[src/rtl/hazard_detection_unit_pkg.sv]
// Shared pipeline definitions for the hazard detection unit: FSM states,
// register-index width, the hard-wired zero register and the default timeout.
package hazard_detection_unit_pkg;

  typedef enum logic {
    RUN      = 1'b0,
    MEM_WAIT = 1'b1
  } hdu_state_t;

  localparam int REG_W = 5;
  localparam logic [REG_W-1:0] ZERO_REG = '0;
  localparam int DEFAULT_TIMEOUT = 255;

endpackage

[src/rtl/hazard_sat_counter.sv]
// Saturating up-counter with synchronous clear, used for the hazard statistics.
module hazard_sat_counter #(
  parameter int W = 16
) (
  input  logic         clk,
  input  logic         clr,
  input  logic         inc,
  output logic [W-1:0] count
);

  logic [W-1:0] count_reg;

  always_ff @(posedge clk) begin
    if (clr) begin
      count_reg <= '0;
    end else if (inc && (count_reg != '1)) begin
      count_reg <= count_reg + W'(1);
    end
  end

  assign count = count_reg;

endmodule

[src/rtl/hazard_detection_unit.sv]
// Pipeline hazard detection: memory-wait freeze, load-use stall and taken-branch
// flush, with a sticky memory timeout flag and saturating stall/flush statistics.
module hazard_detection_unit
  import hazard_detection_unit_pkg::*;
#(
  parameter int TIMEOUT = DEFAULT_TIMEOUT,
  parameter int CNT_W   = 16
) (
  input  logic             clk,
  input  logic             rst,
  input  logic [REG_W-1:0] ID_Rs,
  input  logic [REG_W-1:0] ID_Rt,
  input  logic             ID_uses_Rt,
  input  logic             EX_mem_read,
  input  logic [REG_W-1:0] EX_Rd,
  input  logic             MEM_branch_taken,
  input  logic             MEM_mem_req,
  input  logic             mem_ready,
  output logic             pc_write,
  output logic             IF_ID_write,
  output logic             ID_EX_write,
  output logic             EX_MEM_write,
  output logic             ID_EX_bubble,
  output logic             flush_younger,
  output logic             MEM_WB_bubble,
  output logic             mem_timeout,
  output logic [CNT_W-1:0] stall_cycles,
  output logic [CNT_W-1:0] flush_count
);

  localparam int WAIT_W = (TIMEOUT < 1) ? 1 : $clog2(TIMEOUT + 1);
  localparam logic [WAIT_W-1:0] WAIT_MAX = WAIT_W'(TIMEOUT);

  hdu_state_t        state_reg, state_next;
  logic              branch_pending_reg, branch_pending_next;
  logic [WAIT_W-1:0] wait_cnt_reg, wait_cnt_next;
  logic              mem_timeout_reg, mem_timeout_next;

  logic mem_stall, load_use, flush_req, pending_live, stall_evt;

  assign mem_stall = MEM_mem_req & ~mem_ready;
  assign load_use  = EX_mem_read & (EX_Rd != ZERO_REG) &
                     ((EX_Rd == ID_Rs) | ((EX_Rd == ID_Rt) & ID_uses_Rt));
  // A flush parked behind a memory stall is dropped by reset in the same cycle.
  assign pending_live = branch_pending_reg & ~rst;
  assign flush_req    = MEM_branch_taken | pending_live;

  always_comb begin
    pc_write      = 1'b1;
    IF_ID_write   = 1'b1;
    ID_EX_write   = 1'b1;
    EX_MEM_write  = 1'b1;
    ID_EX_bubble  = 1'b0;
    flush_younger = 1'b0;
    MEM_WB_bubble = 1'b0;
    if (mem_stall) begin
      pc_write      = 1'b0;
      IF_ID_write   = 1'b0;
      ID_EX_write   = 1'b0;
      EX_MEM_write  = 1'b0;
      MEM_WB_bubble = 1'b1;
    end else if (flush_req) begin
      flush_younger = 1'b1;
    end else if (load_use) begin
      pc_write     = 1'b0;
      IF_ID_write  = 1'b0;
      ID_EX_bubble = 1'b1;
    end
  end

  assign stall_evt = MEM_WB_bubble | ID_EX_bubble;

  always_comb begin
    state_next          = state_reg;
    branch_pending_next = mem_stall & (branch_pending_reg | MEM_branch_taken);
    case (state_reg)
      RUN:      if (mem_stall) state_next = MEM_WAIT;
      MEM_WAIT: if (mem_ready) state_next = RUN;
      default:  state_next = RUN;
    endcase
    wait_cnt_next = wait_cnt_reg;
    if (state_next == RUN) begin
      wait_cnt_next = '0;
    end else if (wait_cnt_reg != WAIT_MAX) begin
      wait_cnt_next = wait_cnt_reg + WAIT_W'(1);
    end
    mem_timeout_next = mem_timeout_reg |
                       ((state_next == MEM_WAIT) && (wait_cnt_next == WAIT_MAX));
  end

  always_ff @(posedge clk) begin
    if (rst) begin
      state_reg          <= RUN;
      branch_pending_reg <= 1'b0;
      wait_cnt_reg       <= '0;
      mem_timeout_reg    <= 1'b0;
    end else begin
      state_reg          <= state_next;
      branch_pending_reg <= branch_pending_next;
      wait_cnt_reg       <= wait_cnt_next;
      mem_timeout_reg    <= mem_timeout_next;
    end
  end

  assign mem_timeout = mem_timeout_reg;

  // Index 0 counts stalled cycles, index 1 counts flush cycles.
  logic [1:0]       cnt_inc;
  logic [CNT_W-1:0] cnt_val [2];

  assign cnt_inc = {flush_younger, stall_evt};

  genvar gi;
  generate
    for (gi = 0; gi < 2; gi++) begin : g_stat
      hazard_sat_counter #(
        .W(CNT_W)
      ) u_cnt (
        .clk  (clk),
        .clr  (rst),
        .inc  (cnt_inc[gi]),
        .count(cnt_val[gi])
      );
    end
  endgenerate

  assign stall_cycles = cnt_val[0];
  assign flush_count  = cnt_val[1];

endmodule

[config.mk]
export PLATFORM = sky130hd
export DESIGN_NAME = hazard_detection_unit
export DESIGN_NICKNAME = d
export VERILOG_FILES = /design/src/rtl/hazard_detection_unit_pkg.sv /design/src/rtl/hazard_sat_counter.sv /design/src/rtl/hazard_detection_unit.sv
export SDC_FILE = /design/constraint.sdc
export NUM_CORES = 1
export LEC_CHECK = 0
export CORE_ASPECT_RATIO = 0.9
export CORE_UTILIZATION = 51
export CTS_CLUSTER_DIAMETER = 40
export DETAILED_ROUTE_END_ITERATION = 10
export GPL_TIMING_DRIVEN = 0
export MAX_ROUTING_LAYER = met4
export PLACE_DENSITY = 0.85
export SLEW_MARGIN = 5
export SYNTH_ARGS = -nofsm -noshare
export SYNTH_HDL_FRONTEND = slang
export SYNTH_SLANG_ARGS = --single-unit
[constraint.sdc]
create_clock -name clk -period 5.27 [get_ports clk]
set_input_delay 0.527 -clock clk [delete_from_list [all_inputs] [get_ports clk]]
set_output_delay 0.527 -clock clk [all_outputs]
set_load 0.05 [all_outputs]
## Word-level counts from Yosys, hierarchy flattened

Cells that the tools add are included.

| word-level totals | value |
|---|---|
| flip-flop bits (word level) | 43 |
| bits in latches | 0 |
| RAM bits | 0 |
| memory bits (read-only) | 0 |
| input port bits | 22 |
| output and inout port bits | 40 |
| memories | 0 |

| operators by class | value |
|---|---|
| add/sub/neg operators | 3 |
| $mul | 0 |
| divide/modulo/power cells | 0 |
| $lt $le $gt $ge | 0 |
| equal/unequal tests | 6 |
| shifts and indexed selects | 0 |
| multiplexer cells | 14 |
| bitwise operators | 14 |
| reduce and logical (&&, ||, !) cells | 4 |

Operators with widths:

| cell | count |
|---|---|
| $add A16 B1 Y16 const B | 2 |
| $ne A16 B16 Y1 const B | 2 |
| $mux W8 | 2 |
| $mux W1 | 11 |
| $eq A5 B5 Y1 | 2 |
| $add A8 B1 Y8 const B | 1 |
| $eq A8 B8 Y1 const B | 1 |
| $ne A8 B8 Y1 const B | 1 |
| $and A1 B1 Y1 | 6 |
| $or A1 B1 Y1 | 5 |
| $reduce_bool A5 Y1 | 1 |
| $logic_and A1 B1 Y1 | 3 |
| $not A1 Y1 | 3 |
| $pmux W1 S2 | 1 |

## Longest topological paths before layout

| logic depth | value |
|---|---|
| depth after elaboration | 9 |
| depth in mapped cells | 9 |
| gate-level depth less buffers | 7 |

## By module

A second synthesis with hierarchy kept.

| unflattened totals | value |
|---|---|
| cells, all modules | 285 |
| area total of the unflattened synthesis | 2419.8 µm² |

By module, submodules not included:

| module | times used | cells each | area an instance (µm²) |
|---|---|---|---|
| hazard_sat_counter | 2 | 99 | 848.3 |
| hazard_detection_unit | 1 | 87 | 723.2 |

## Worst setup path after synthesis

OpenSTA, ideal clock, no wires.

| timing path | value |
|---|---|
| path kind | input -> output |
| start point | input mem_ready |
| end point | output pc_write |
| arrival time | 3.000 ns |
| data required time | 4.743 ns |
| path slack | 1.743 ns |
| stages | 5 |
| buffers on the path | 2 |
| path through | nand2b_1 -> clkbuf_1 -> inv_1 -> a21oi_1 -> buf_4 |

| between the ends | value |
|---|---|
| word-level cells in the longest chain between the ends | 3 |

Ends and longest elaborated chain:

| what | line | source |
|---|---|---|
| from (decl) | hazard_detection_unit.sv:18 | `input logic mem_ready,` |
| $not A1 Y1 | hazard_detection_unit.sv:41 | `assign mem_stall = MEM_mem_req & ~mem_ready;` |
| $and A1 B1 Y1 | hazard_detection_unit.sv:41 |  |
| $mux W1 | - |  |
| to (decl) | hazard_detection_unit.sv:19 | `output logic pc_write,` |

Every way passes these cells.

## Worst setup path in the final report

| timing path | value |
|---|---|
| start point | input mem_ready |
| end point | output pc_write |

| between the ends | value |
|---|---|
| word-level cells in the longest chain between the ends | 3 |

Ends and longest elaborated chain:

| what | line | source |
|---|---|---|
| $not A1 Y1 | hazard_detection_unit.sv:41 |  |
| $and A1 B1 Y1 | hazard_detection_unit.sv:41 |  |
| $mux W1 | hazard_detection_unit.sv:56 | `if (mem_stall) begin` |

Every way passes these cells.

==> results.toml <==
[outcome]
run_status = "finished with violations"
failed_checks = "DRC"

[worst_setup_path]
worstRegToRegCells = 9
critPathMaxFanout = 8
end_kind = "output port"
reg2reg_from = "g_stat[0].u_cnt.count[0]$_SDFFE_PP0P_"
critical_path.reg2reg.endpoint = "g_stat[0].u_cnt.count[1]$_SDFFE_PP0P_"
criticalPathCategory = "in -> out"
cp-endpoint = "pc_write"
worstPathArrival_ps = 2780
crit_path_start = "mem_ready"
crit_path_start_kind = "primary input"
regToRegSetupSlack_ps = 3170
timing.critical_path.required_ps = 4740

[clocking]
clock_latency_ps = 290
clock_sink_count = 43
h-tree-depth = 2
cts.reportedPaths.clkPinSlew_ps = 80
post_cts_resized = 0
tritoncts = "done"
cts_inserted_buffers = 5
ctsLongestPathBuffers = 2
ctsHoldBuffers = 0
post_cts.repair.setup_buffers = 0
cts-root-buf = "sky130_fd_sc_hd__clkbuf_8"

[layout]
largest_register_ff_count = 32
antennaDiodeCount = 0
nFillCells = 332
final_nets = 357
share_of_cells_above_drive_strength_1_pct = 6.607
area_delta_synth_final_pct = 34.74

[yosys]
ys_ff_latch = 43
synth_area_mm2 = 0.002201
seq_area_frac_synth_pct = 39.11
synth_cell_type_count = 43
synthesis.nets = 290
ys.warnings.count = 0
postSynth.topFlopCell = "sky130_fd_sc_hd__dfxtp_1"
syn_area_per_cell_um2 = 8.305
async_flop_share_pct = 0
post_synth_inst_count = 265
synth-edff-count = 0

[die]
die_y_um = 64.32
design.core.area_mm2 = 0.004101
fp.dieW_um = 71.25
pin_count = 62
die_area_mm2 = 0.004582
core.rowCount = 22
initial_core_util_pct = 53.66

[timing]
slew-limit-headroom_pct = 66.14
max_freq_ghz = 0.3021
hold_viol = 0
layout_worst_path_cycle_share_pct = 62.80
fin_crit_ps = 3310
finClkSkew_ps = 9.537
timing_max_transition_violations_final = 0
worst_slew_pin_slew_ps = 506.3
holdWs_ps = 476.4
rsz0062_at_grt = "no"
finalSetupViolCount = 0
setup_total_negative_slack_ps = 0

[pwr]
ir_worst_vdd_v = 0.0001773
totalPowerFinal_w = 0.0006496
clock_power_share_pct = 35.5
leakagePower_nw = 1.071
p_per_area_mw_per_mm2 = 219.1
switchingPower_w = 0.0001638
seq_power_share_pct = 51.1
combPwrFrac_pct = 13.4
p_int_w = 0.0004858
switching_share_pct = 25.21

[drt]
drt-wirelength-per-cell_um = 13.99
total_wire_length_mm = 5.332
post-route-drc-count = 7
first_pass_detailed_route_iteration_total = 8
routed_via_density = 5.556
detail_route.iter0.violations = 93
routed-via-count = 2117
drt.antenna.violating_nets = 0

[placement]
dp.final_hpwl_mm = 3.984
final_replace_weighted_congestion = 0.8809
portBuffers = 60

[global_route]
grt-ovfl-total = 0
grt_max_degree = 14
total_global_route_track_usage_pct = 25.09
number_of_antenna_violations_at_the_first_check_in_global_routing = 0
first_pass_grt_wire_length_mm = 8.928
first_global_vias = 2055

[job]
timing.max_cap.violations = 0

[hold_path]
hold_path_class = "reg -> reg"
[per-layer routing]
metal / vias up / share of wire [%] / GRT usage (%) / wire (um)
met4: 0 / 1.1 / 10.25 / 61
met5: - / 0 / - / 0
met2: 59 / 48 / 42.98 / 2585
met1: 973 / 44 / 28.45 / 2357
li1: 1080 / - / - / -
met3: 5 / 6.1 / 5.363 / 327
[power groups by stage]
stage	Combinational [W]	Sequential, W	Clock [W]
finish	0.0000872	0.000332	0.000230
global route	0.0000935	0.000332	0.000247
CTS	0.0000876	0.000332	0.000234
detailed placement	0.0000871	0.000340	0
global placement	0.0000851	0.000339	0
floorplan	0.0000434	0.000347	0
[final cells by class]
type	instances	area [um^2]	share of cell area [%]
multi-input cells	204	1245	41.98
flip-flops and latches	43	860.8	29.03
repair buffers	60	600.6	20.25
clock buffers	7	96.34	3.249
plain buffers	13	76.32	2.574
well taps	48	60.06	2.025
inverters	5	18.77	0.6329
clock inverters	1	7.507	0.2532
[worst max-delay path: stages]
cell	delay [ps]
sky130_fd_sc_hd__clkdlybuf4s50_1	460
sky130_fd_sc_hd__nand2b_1	110
sky130_fd_sc_hd__clkbuf_1	320
sky130_fd_sc_hd__inv_1	130
sky130_fd_sc_hd__a21oi_1	280
sky130_fd_sc_hd__buf_4	160
sky130_fd_sc_hd__clkdlybuf4s50_1	790
[per-stage QoR]
| step | setup slack [ps] | area (um^2) | std cells | utilization [%] |
|---|---|---|---|---|
| 3_5_place_dp | 1928 | 2861 | 373 | 69.77 |
| 2_1_floorplan | 1744 | 2201 | 265 | - |
| 6_report | 1960 | 2965 | 381 | 72.30 |
| 5_1_grt | 1818 | 2965 | 381 | 72.30 |
| 3_3_place_gp | 1935 | 2861 | 373 | 69.77 |
| 4_1_cts | 1936 | 2965 | 381 | 72.30 |
[kinds of logic (layout without fill, tap and decap cells)]
kind of cell,Yosys count,in the layout,synth area share (%)
xor+xnor,27,27,10.74
compound gates,46,46,12.17
fa+ha+maj,3,3,1.706
buf+inv,18,86,4.321
mux,4,4,1.819
simple gates,124,124,30.13
flops,43,43,39.11
[cells in the final DEF, fill, tap and decap left out, drive strengths merged, types with 6 or more instances in the layout]
| master | synthesis | layout |
|---|---|---|
| nand3 | 19 | 19 |
| nand2 | 20 | 20 |
| a21oi | 18 | 18 |
| xnor2 | 14 | 14 |
| clkdlybuf4s50 | 0 | 60 |
| buf | 6 | 6 |
| xor2 | 13 | 13 |
| nor2 | 29 | 29 |
| clkbuf | 7 | 14 |
| nand4 | 8 | 8 |
| dfxtp | 43 | 43 |
| o21ai | 16 | 16 |
| or3 | 11 | 11 |
| and3 | 15 | 15 |
[worst min path at each step]
| stage | startpoint | endpoint | slack (ps) | cells after the start |
|---|---|---|---|---|
| final | mem_timeout$_SDFF_PP0_ | mem_timeout$_SDFF_PP0_ | 480 | 2 |
| after global placement | mem_timeout$_SDFF_PP0_ | mem_timeout$_SDFF_PP0_ | 460 | 2 |
| after detailed placement | mem_timeout$_SDFF_PP0_ | mem_timeout$_SDFF_PP0_ | 470 | 2 |
| after floorplan | wait_cnt_reg[1]$_SDFF_PP0_ | wait_cnt_reg[1]$_SDFF_PP0_ | 460 | 2 |
| after CTS | mem_timeout$_SDFF_PP0_ | mem_timeout$_SDFF_PP0_ | 480 | 2 |
| after global routing | mem_timeout$_SDFF_PP0_ | mem_timeout$_SDFF_PP0_ | 510 | 2 |
[synthesized netlist by cell type, types with 2 or more instances]
| cell type | number | share of area (%) |
|---|---|---|
| sky130_fd_sc_hd__a21oi_1 | 17 | 3.9 |
| sky130_fd_sc_hd__and3_1 | 15 | 4.3 |
| sky130_fd_sc_hd__and2_1 | 2 | 0.57 |
| sky130_fd_sc_hd__xnor2_1 | 14 | 5.6 |
| sky130_fd_sc_hd__nand2_1 | 20 | 3.4 |
| sky130_fd_sc_hd__dfxtp_1 | 43 | 39 |
| sky130_fd_sc_hd__nor3_1 | 4 | 0.91 |
| sky130_fd_sc_hd__or2_2 | 2 | 0.57 |
| sky130_fd_sc_hd__ha_1 | 3 | 1.7 |
| sky130_fd_sc_hd__xor2_1 | 13 | 5.2 |
| sky130_fd_sc_hd__o21ai_1 | 8 | 1.8 |
| sky130_fd_sc_hd__and4_1 | 5 | 2.0 |
| sky130_fd_sc_hd__nand3_1 | 18 | 4.1 |
| sky130_fd_sc_hd__o21bai_1 | 2 | 0.68 |
| sky130_fd_sc_hd__clkbuf_1 | 7 | 1.2 |
| sky130_fd_sc_hd__o21ai_0 | 8 | 1.8 |
| sky130_fd_sc_hd__nor2_1 | 29 | 4.9 |
| sky130_fd_sc_hd__nand4_1 | 7 | 2.0 |
| sky130_fd_sc_hd__inv_1 | 5 | 0.85 |
| sky130_fd_sc_hd__buf_6 | 2 | 1.0 |
| sky130_fd_sc_hd__or3_1 | 11 | 3.1 |
| sky130_fd_sc_hd__mux2i_1 | 4 | 1.8 |
| sky130_fd_sc_hd__o22ai_1 | 2 | 0.57 |
| sky130_fd_sc_hd__a31oi_1 | 3 | 0.85 |
| sky130_fd_sc_hd__buf_4 | 3 | 1.0 |
No activity file was read; power rests on OpenSTA's default activity.
